<file path="src/rtl/npu_pkg.sv">
// Shared types and width helpers for the systolic matmul engine.
package npu_pkg;

    // Job sequencing states.
    typedef enum logic [2:0] {
        S_IDLE,
        S_FEED,
        S_DRAIN,
        S_OUTPUT,
        S_FIN
    } state_t;

    // Accumulator/result width: full product plus headroom for KMAX additions.
    function automatic int unsigned calc_aw(input int unsigned dw, input int unsigned kmax);
        return 2 * dw + $clog2(kmax);
    endfunction

    // Width able to hold 0..KMAX.
    function automatic int unsigned calc_kw(input int unsigned kmax);
        return $clog2(kmax + 1);
    endfunction

    // Width of a row index.
    function automatic int unsigned calc_rw(input int unsigned n);
        return $clog2(n);
    endfunction

endpackage

</file>
<file path="src/rtl/mac_pe.sv">
// One processing element: forwards A right and B down, accumulates A*B when both tags are set.
module mac_pe #(
    parameter int unsigned DW     = 8,
    parameter int unsigned AW     = 22,
    parameter bit          SIGNED = 1'b0
) (
    input  logic          clk,
    input  logic          rst,
    input  logic          i_clr,
    input  logic [DW-1:0] i_a,
    input  logic          i_a_v,
    input  logic [DW-1:0] i_b,
    input  logic          i_b_v,
    output logic [DW-1:0] o_a,
    output logic          o_a_v,
    output logic [DW-1:0] o_b,
    output logic          o_b_v,
    output logic [AW-1:0] o_acc
);

    localparam int unsigned PW = 2 * DW + 2;

    logic signed [DW:0]   w_a_ext;
    logic signed [DW:0]   w_b_ext;
    logic signed [PW-1:0] w_prod;
    logic        [AW-1:0] w_prod_ext;
    logic        [AW-1:0] r_acc;

    // One extra bit lets a single signed multiply cover both operand modes.
    assign w_a_ext    = SIGNED ? {i_a[DW-1], i_a} : {1'b0, i_a};
    assign w_b_ext    = SIGNED ? {i_b[DW-1], i_b} : {1'b0, i_b};
    assign w_prod     = PW'(w_a_ext) * PW'(w_b_ext);
    assign w_prod_ext = AW'(w_prod);
    assign o_acc      = r_acc;

    // Operand/tag pass-through registers and the accumulator.
    always_ff @(posedge clk or posedge rst) begin
        if (rst) begin
            o_a   <= '0;
            o_a_v <= 1'b0;
            o_b   <= '0;
            o_b_v <= 1'b0;
            r_acc <= '0;
        end else begin
            o_a   <= i_a;
            o_a_v <= i_a_v;
            o_b   <= i_b;
            o_b_v <= i_b_v;
            if (i_clr) begin
                r_acc <= '0;
            end else if (i_a_v && i_b_v) begin
                r_acc <= r_acc + w_prod_ext;
            end
        end
    end

endmodule

</file>
<file path="src/rtl/systolic_matmul_engine.sv">
// N x N output-stationary systolic array computing C = A * B over k_len beats.
module systolic_matmul_engine
    import npu_pkg::*;
#(
    parameter int unsigned N      = 4,
    parameter int unsigned DW     = 8,
    parameter int unsigned KMAX   = 64,
    parameter bit          SIGNED = 1'b0
) (
    input  logic                                  clk,
    input  logic                                  rst,
    input  logic                                  start,
    input  logic [calc_kw(KMAX)-1:0]              k_len,
    input  logic                                  a_valid,
    output logic                                  a_ready,
    input  logic [N-1:0][DW-1:0]                  a_vec,
    input  logic [N-1:0][DW-1:0]                  b_vec,
    output logic                                  busy,
    output logic                                  done,
    output logic                                  res_valid,
    input  logic                                  res_ready,
    output logic [calc_rw(N)-1:0]                 res_row,
    output logic [N-1:0][calc_aw(DW, KMAX)-1:0]   res_data
);

    localparam int unsigned AW  = calc_aw(DW, KMAX);
    localparam int unsigned KW  = calc_kw(KMAX);
    localparam int unsigned RW  = calc_rw(N);
    localparam int unsigned DCW = $clog2(2 * N);

    state_t                        r_state;
    state_t                        w_state_nxt;
    logic                          w_clr;
    logic                          w_xfer;
    logic [RW-1:0]                 w_row_nxt;
    logic [KW-1:0]                 r_klen;
    logic [KW-1:0]                 r_kcnt;
    logic [DCW-1:0]                r_dcnt;
    logic [RW-1:0]                 r_row;
    logic                          r_a_ready;
    logic                          r_busy;
    logic                          r_done;
    logic                          r_res_valid;
    logic [N-1:0][AW-1:0]          r_res_data;
    logic [N-1:0][N-1:0][AW-1:0]   w_acc;

    logic [DW-1:0] w_a_d [N][N+1];
    logic          w_a_t [N][N+1];
    logic [DW-1:0] w_b_d [N+1][N];
    logic          w_b_t [N+1][N];
    logic [N-1:0]  w_unused_edge;

    assign w_xfer    = (r_state == S_FEED) && a_valid;
    assign a_ready   = r_a_ready;
    assign busy      = r_busy;
    assign done      = r_done;
    assign res_valid = r_res_valid;
    assign res_row   = r_row;
    assign res_data  = r_res_data;

    // Next-state, accumulator clear and next presented row.
    always_comb begin
        w_state_nxt = r_state;
        w_clr       = 1'b0;
        w_row_nxt   = '0;
        unique case (r_state)
            S_IDLE: begin
                if (start) begin
                    if (k_len != '0) begin
                        w_state_nxt = S_FEED;
                        w_clr       = 1'b1;
                    end else begin
                        w_state_nxt = S_FIN;
                    end
                end
            end
            S_FEED: begin
                if (w_xfer && (r_kcnt == r_klen - KW'(1))) begin
                    w_state_nxt = S_DRAIN;
                end
            end
            S_DRAIN: begin
                if (r_dcnt == DCW'(2 * N - 2)) begin
                    w_state_nxt = S_OUTPUT;
                end
            end
            S_OUTPUT: begin
                if (!res_ready) begin
                    w_row_nxt = r_row;
                end else if (r_row == RW'(N - 1)) begin
                    w_state_nxt = S_FIN;
                end else begin
                    w_row_nxt = r_row + RW'(1);
                end
            end
            S_FIN: begin
                w_state_nxt = S_IDLE;
            end
            default: begin
                w_state_nxt = S_IDLE;
            end
        endcase
    end

    // State, counters and registered outputs.
    always_ff @(posedge clk or posedge rst) begin
        if (rst) begin
            r_state     <= S_IDLE;
            r_klen      <= '0;
            r_kcnt      <= '0;
            r_dcnt      <= '0;
            r_row       <= '0;
            r_a_ready   <= 1'b0;
            r_busy      <= 1'b0;
            r_done      <= 1'b0;
            r_res_valid <= 1'b0;
            r_res_data  <= '0;
        end else begin
            r_state     <= w_state_nxt;
            r_row       <= w_row_nxt;
            r_a_ready   <= (w_state_nxt == S_FEED);
            r_busy      <= (w_state_nxt != S_IDLE);
            r_done      <= (w_state_nxt == S_FIN);
            r_res_valid <= (w_state_nxt == S_OUTPUT);
            r_res_data  <= (w_state_nxt == S_OUTPUT) ? w_acc[w_row_nxt] : '0;
            r_dcnt      <= (r_state == S_DRAIN) ? r_dcnt + DCW'(1) : '0;
            if (w_clr) begin
                r_klen <= k_len;
                r_kcnt <= '0;
            end else if (w_xfer) begin
                r_kcnt <= r_kcnt + KW'(1);
            end
        end
    end

    // Input skew: lane g of A and of B is delayed g cycles; both share one tag chain.
    for (genvar g = 0; g < N; g++) begin : g_skew
        if (g == 0) begin : g_direct
            assign w_a_d[0][0] = a_vec[0];
            assign w_a_t[0][0] = w_xfer;
            assign w_b_d[0][0] = b_vec[0];
            assign w_b_t[0][0] = w_xfer;
        end else begin : g_delay
            logic [DW-1:0] r_a_sk [g];
            logic [DW-1:0] r_b_sk [g];
            logic          r_t_sk [g];

            // Shift chain of depth g.
            always_ff @(posedge clk or posedge rst) begin
                if (rst) begin
                    for (int d = 0; d < g; d++) begin
                        r_a_sk[d] <= '0;
                        r_b_sk[d] <= '0;
                        r_t_sk[d] <= 1'b0;
                    end
                end else begin
                    r_a_sk[0] <= a_vec[g];
                    r_b_sk[0] <= b_vec[g];
                    r_t_sk[0] <= w_xfer;
                    for (int d = 1; d < g; d++) begin
                        r_a_sk[d] <= r_a_sk[d-1];
                        r_b_sk[d] <= r_b_sk[d-1];
                        r_t_sk[d] <= r_t_sk[d-1];
                    end
                end
            end

            assign w_a_d[g][0] = r_a_sk[g-1];
            assign w_a_t[g][0] = r_t_sk[g-1];
            assign w_b_d[0][g] = r_b_sk[g-1];
            assign w_b_t[0][g] = r_t_sk[g-1];
        end

        // Operands leaving the right and bottom edges have no consumer.
        assign w_unused_edge[g] = ^{w_a_t[g][N], w_a_d[g][N], w_b_t[N][g], w_b_d[N][g]};
    end

    // PE grid: A flows along rows, B down columns.
    for (genvar i = 0; i < N; i++) begin : g_row
        for (genvar j = 0; j < N; j++) begin : g_col
            mac_pe #(
                .DW     (DW),
                .AW     (AW),
                .SIGNED (SIGNED)
            ) u_pe (
                .clk   (clk),
                .rst   (rst),
                .i_clr (w_clr),
                .i_a   (w_a_d[i][j]),
                .i_a_v (w_a_t[i][j]),
                .i_b   (w_b_d[i][j]),
                .i_b_v (w_b_t[i][j]),
                .o_a   (w_a_d[i][j+1]),
                .o_a_v (w_a_t[i][j+1]),
                .o_b   (w_b_d[i+1][j]),
                .o_b_v (w_b_t[i+1][j]),
                .o_acc (w_acc[i][j])
            );
        end
    end

endmodule

</file>
<file path="config.mk">
export PLATFORM = sky130hd
export DESIGN_NAME = systolic_matmul_engine
export DESIGN_NICKNAME = d
export VERILOG_FILES = /design/src/rtl/npu_pkg.sv /design/src/rtl/mac_pe.sv /design/src/rtl/systolic_matmul_engine.sv
export SDC_FILE = /design/constraint.sdc
export NUM_CORES = 2
export LEC_CHECK = 0
export ABC_AREA = 1
export BUFFER_PORTS_ARGS = -buffer_cell sky130_fd_sc_hd__buf_2
export CAP_MARGIN = 30
export CORE_MARGIN = 2
export CORE_UTILIZATION = 45
export CTS_CLUSTER_DIAMETER = 80
export DETAILED_ROUTE_END_ITERATION = 8
export PLACE_DENSITY = 0.68
export RECOVER_POWER = 50
export SLEW_MARGIN = 10
export SYNTH_ARGS = -nofsm -noshare
export SYNTH_HDL_FRONTEND = slang
export SYNTH_SLANG_ARGS = --single-unit
</file>
<file path="constraint.sdc">
create_clock -name clk -period 33 [get_ports clk]
set_clock_uncertainty 0.1 [all_clocks]
set_input_delay 1.65 -clock clk [delete_from_list [all_inputs] [get_ports clk]]
set_output_delay 1.65 -clock clk [all_outputs]
set_load 0.01 [all_outputs]
</file>
==> Word level (Yosys, flattened, before mapping) <==
Cells that the tools add are included.
{ "word_totals": {"register_bits": 760, "input_bits": 76} }
{ "op_classes": {"n_addsub": 20, "mul": 16, "order_cmp": 1, "n_eq_ne": 9, "muxes": 51, "n_reduce_logical": 12} }
{ "op_table": {"columns": ["op", "n"], "rows": [
  ["$mux W22", 32],
  ["$add A22 B22 Y22", 16],
  ["$mul A8 B8 Y16", 16],
  ["$bmux W88 S2", 1],
  ["$mux W88", 2],
  ["$mux W3", 7],
  ["$mux W7", 2],
  ["$reduce_bool A2 Y1", 7],
  ["$pmux W3 S4", 1],
  ["$eq A3 B2 Y1 const B", 3],
  ["$add A7 B1 Y7 const B", 1],
  ["$eq A7 B7 Y1", 1],
  ["$reduce_bool A7 Y1", 1],
  ["$sub A7 B1 Y7 const B", 1],
  ["$eq A3 B1 Y1 const B", 2],
  ["$eq A3 B3 Y1 const B", 2],
  ["$mux W2", 3],
  ["$add A3 B1 Y3 const B", 1],
  ["$logic_not A3 Y1", 1],
  ["$lt A2 B3 Y1 const B", 1],
  ["$mux W1", 3],
  ["$reduce_bool A3 Y1", 1],
  ["$add A2 B1 Y2 const B", 1],
  ["$eq A2 B2 Y1 const B", 1],
  ["$logic_and A1 B1 Y1", 2]
]} }

==> Depth between registers and ports, before layout <==
{ "logic_depth": {"depth_word": 7, "ltp_mapped": 31} }

==> Modules after synthesis <==
From an unflattened synthesis, not the netlist that was laid out.
{ "hier_totals": {"cells_unflattened": 10050, "hier_area_um2": 78016.1} }
{ "by_module_without_submodules": {"columns": ["module", "n_inst", "cells_each", "area_each_um2"], "rows": [
  ["mac_pe (g_row[0].g_col[0].u_pe ...)", 5, 565, 4322.9],
  ["mac_pe (g_row[1].g_col[2].u_pe ...)", 5, 560, 4304.1],
  ["mac_pe (g_row[3].g_col[0].u_pe ...)", 3, 560, 4294.1],
  ["systolic_matmul_engine", 1, 1067, 9075.0],
  ["mac_pe (g_row[1].g_col[1].u_pe)", 1, 558, 4339.2],
  ["mac_pe (g_row[3].g_col[3].u_pe)", 1, 560, 4295.4],
  ["mac_pe (g_row[2].g_col[3].u_pe)", 1, 560, 4289.1]
]} }

==> Worst setup path after synthesis <==
Ideal clock, no wire load.
{ "synth_path": {"kind": "input-to-reg", "startpoint": "input b_vec[2] in the netlist's numbering", "endpoint": "register g_row[0].g_col[0].u_pe.r_acc[19]", "setup_ns": 0.119, "arrival_ns": 6.283, "required_ns": 32.781, "path_slack_ns": 26.498, "stages": 27, "path_buffers": 1, "cell_sequence": "clkbuf_1 -> nand2_1 -> fa_1 -> fa_1 -> inv_1 -> fa_1 -> inv_1 -> fa_1 -> inv_1 -> ha_1 -> a21oi_1 -> o21ai_0 -> a21oi_1 -> nor2_1 -> nor2_1 -> xor2_1 -> inv_1 -> ha_1 -> nand2_1 -> nor2_1 -> inv_1 -> nor3_1 -> nand3_1 -> nand3_1 -> nand3_1 -> nand2_1 -> nor2_1"} }
{ "synth_via": {"elab_chain_len": 4} }
{ "synth_lines": {"columns": ["item", "line", "text"], "rows": [
  ["start: declaration", "systolic_matmul_engine.sv:17", "input logic [N-1:0][DW-1:0] b_vec,"],
  ["$mul A8 B8 Y16", "mac_pe.sv:32", "assign w_prod = PW'(w_a_ext) * PW'(w_b_ext);"],
  ["$add A22 B22 Y22", "mac_pe.sv:52", "r_acc <= r_acc + w_prod_ext;"],
  ["$mux W22", "mac_pe.sv:51", "end else if (i_a_v && i_b_v) begin"],
  ["$mux W22", "mac_pe.sv:49", "if (i_clr) begin"],
  ["end signal: assignment", "mac_pe.sv:52", null],
  ["end: declaration", "mac_pe.sv:27", "logic [AW-1:0] r_acc;"]
]} }
No other way between the ends. The select of a mux whose other input is x is not followed.
A chain may end at the register's enable or synchronous reset.

==> flow_summary.ini <==
[routing]
drcViolationCount = 0
drtIter0Drc = 4771
wire_per_inst_um = 17.25
vias = 65420
drt_first_pass_iters = 7
avgViaCountPerCell = 5.212
postRouteAntennaNets = 0
routed_wl_mm = 216.5

[global_routing]
grt_pass1_vias = 65910
track_usage = 0.2513
antenna_found_initial = 5
grt_max_degree = 136
overflow = 0
grt_pass1_wl_mm = 350.3

[timing]
hold_viol_final = 0
finalSetupViolCount = 0
report.final.slew_viol_count = 672
tightest_slew_ns = 7.664
whs_ns = 0.2434
rsz0062_at_grt = false
finalSetupTns_ns = 0
slew_headroom = -4.109
finalCritPeriodShare = 0.2918
fmax_ghz = 0.1038
fin_crit_ns = 9.631

[die]
coreArea_um2 = 169500
die_w_um = 417.3
initial_utilization = 0.4535
die_area_um2 = 174100
num_rows = 151
die_h_um = 417.3
ioPinCount = 170

[status]
violations = max-capacitance violations, max-slew violations
run_status = complete, but fails checks

[finish]
final_cell_mix = 2489 x nand2_1, 2201 x inv_1, 869 x ha_1, 826 x a21oi_1, 760 x dfrtp_1
fin_area_um2 = 82520
fin_nets = 11780
syn_to_final_growth_pct = 7.368
drive_gt1_frac = 0.03776
final_common_cell = nand2_1

[pwr]
p_comb_frac = 0.662
max-vdd-ir-drop_mv = 0.05364
switchingPower_mw = 3.871
p_int_mw = 3.476
switching_share = 0.5268
power.total_mw = 7.347
p_per_area_nw_per_um2 = 89.03
seqPwrFrac = 0.180
clock_power_share = 0.158
power_leakage_nw = 48.43

[critical_path]
endpoint_kind = asynchronous set/reset pin
crit_required_ns = 32.88
rrSetupSlack_ns = 25.82
start_kind = primary input
cp_max_fo = 94
setup.worst_path.end = g_row[3].g_col[2].u_pe.o_a[7]
r2r-start = r_state[0]
reg2reg_to = g_row[3].g_col[2].u_pe.o_acc[21]
path_class = in -> async
startpoint = rst
r2r.worst_path.cells = 8
cp.arrival_ns = 9.51

[synth]
synth.avg_cell_area_um2 = 7.441
syn_area_um2 = 76860
synthesis.nets = 11870
yosysSeqAreaShare = 0.2474
synth_cell_type_count = 50
yosys_warnings = 0
syn_inst = 10330
synth-seq-cells = 760

[clock_network]
cts_max_level = 3
root_buffer = clkbuf_16
cts_tree = yes
cts_hold_buffers = 0
cts_resized = 0
post_cts_buffers = 0
cts.sinks = 760
clock_path_buffers = 3
clock_latency_ns = 0.75
numCtsBuffers = 96
clk_pin_slew_ns = 0.07

[placement]
io_buffer_count = 169
dpl-instance-area_um2 = 79190
place_hpwl_mm = 171.9
routabilityCongestion = 0.9672

[job]
maxCapViolations = 12

[min_path]
hold_class = reg -> reg
-- worst max-delay path, cell delays in order --
cell and delay [ns]:
buf_2 0.10, clkinvlp_2 0.77, clkbuf_1 3.86, clkbuf_1 0.52
clkbuf_1 2.50
-- synthesized netlist by cell type (all sizes together) --
cell type | number | area [um2]
o21bai | 17 | 127.6
a21oi | 826 | 4134
nand2 | 2490 | 9349
a32o | 4 | 40.04
and3 | 7 | 43.79
a31oi | 1 | 6.260
o22ai | 58 | 362.9
o31ai | 1 | 7.510
nand3 | 399 | 2002
and2 | 6 | 37.54
nor4 | 3 | 18.77
nor2 | 630 | 2475
a21boi | 1 | 7.510
xor2 | 110 | 963.4
fa | 592 | 11850
o211ai | 3 | 22.52
a211oi | 26 | 195.2
nand4 | 46 | 287.8
o21ai | 571 | 2865
dfrtp | 760 | 19020
nand3b | 12 | 90.09
inv | 2214 | 8310
ha | 869 | 10870
o21a | 4 | 30.03
or2 | 11 | 68.82
a22o | 10 | 87.58
a21o | 24 | 180.2
nor3b | 1 | 7.510
xnor2 | 131 | 1147
clkinv | 1 | 3.750
buf | 103 | 564.3
clkbuf | 283 | 1064
a31o | 6 | 52.55
a22oi | 1 | 7.510
o2111ai | 2 | 17.52
nor3 | 106 | 541.8
-- logic make-up (layout without fill, tap and decap cells) --
| group | count (synthesis) | after routing | share of synthesized area |
|---|---|---|---|
| other | 0 | 6 | 0 |
| adder cells (fa/ha/maj) | 1461 | 1461 | 0.2957 |
| XOR/XNOR | 241 | 241 | 0.02746 |
| AND/OR/NAND/NOR | 3711 | 3711 | 0.1941 |
| buffers and inverters | 2601 | 2600 | 0.1294 |
| flip-flops | 760 | 760 | 0.2474 |
| AO/OA/AOI/OAI | 1555 | 1555 | 0.1060 |
-- layer usage --
metal / global-route usage / vias to the layer above / share of wire
met2: 0.4332 / 1754 / 0.48
li1: - / 31690 / -
met4: 0.1124 / 0 / 0.048
met3: 0.02824 / 398 / 0.051
met1: 0.3167 / 31570 / 0.42
met5: 0 / - / 0
-- area by class of cell --
class | count | area [um2]
sequential | 760 | 19020
fill | 16490 | 86950
clock inverter | 67 | 880.8
tap | 2218 | 2775
inverter | 2215 | 8320
clock buffer | 114 | 2591
timing repair buffer | 204 | 1061
antenna | 6 | 15.01
multi-input combinational | 6968 | 47860
-- state kept, by name, indices dropped and copies added, names as in the netlist, 2 cells and up --
signal and flops:
res_row 2, r_kcnt 7, g_row.g_col.u_pe.o_a 96, g_row.g_col.u_pe.o_b_v 2, g_skew.g_delay.r_a_sk 48, g_row.g_col.u_pe.o_a_v 4, res_data 88, g_skew.g_delay.r_b_sk 48
r_klen 7, r_dcnt 3, g_row.g_col.u_pe.o_b 96, r_state 3, g_row.g_col.u_pe.o_acc 352
-- how the worst min path moves through the flow --
stage                                            start                          end  slack [ns]  cells past startpoint
after floorplan            g_skew[2].g_delay.r_a_sk[8]  g_skew[2].g_delay.r_a_sk[0]        0.23                      0
after global placement    g_skew[2].g_delay.r_a_sk[13]  g_skew[2].g_delay.r_a_sk[5]        0.23                      0
after detailed placement  g_skew[3].g_delay.r_a_sk[16]  g_skew[3].g_delay.r_a_sk[8]        0.23                      0
after CTS                  g_skew[3].g_delay.r_b_sk[9]  g_skew[3].g_delay.r_b_sk[1]        0.25                      0
after global routing       g_skew[3].g_delay.r_b_sk[9]  g_skew[3].g_delay.r_b_sk[1]        0.25                      0
final                     g_skew[2].g_delay.r_a_sk[13]  g_skew[2].g_delay.r_a_sk[5]        0.24                      0
-- power groups by stage --
stage	clock network [mW]	logic, mW	registers (mW)
2_1_floorplan	0	3.69	1.24
3_3_place_gp	0	4.76	1.33
3_5_place_dp	0	4.81	1.33
4_1_cts	1.18	4.85	1.32
5_1_grt	1.22	5.54	1.35
6_report	1.16	4.86	1.32
-- through the flow --
step | utilization | setup WS (ns) | std cells
floorplan | - | 9.919 | 10330
global placement | 0.4668 | 25.97 | 12360
detailed placement | 0.4673 | 25.97 | 12360
CTS | 0.4878 | 26.76 | 12540
global route | 0.4869 | 21.56 | 12550
finish | 0.4870 | 23.37 | 12550
Note: power is estimated with default switching activity, not from simulation.
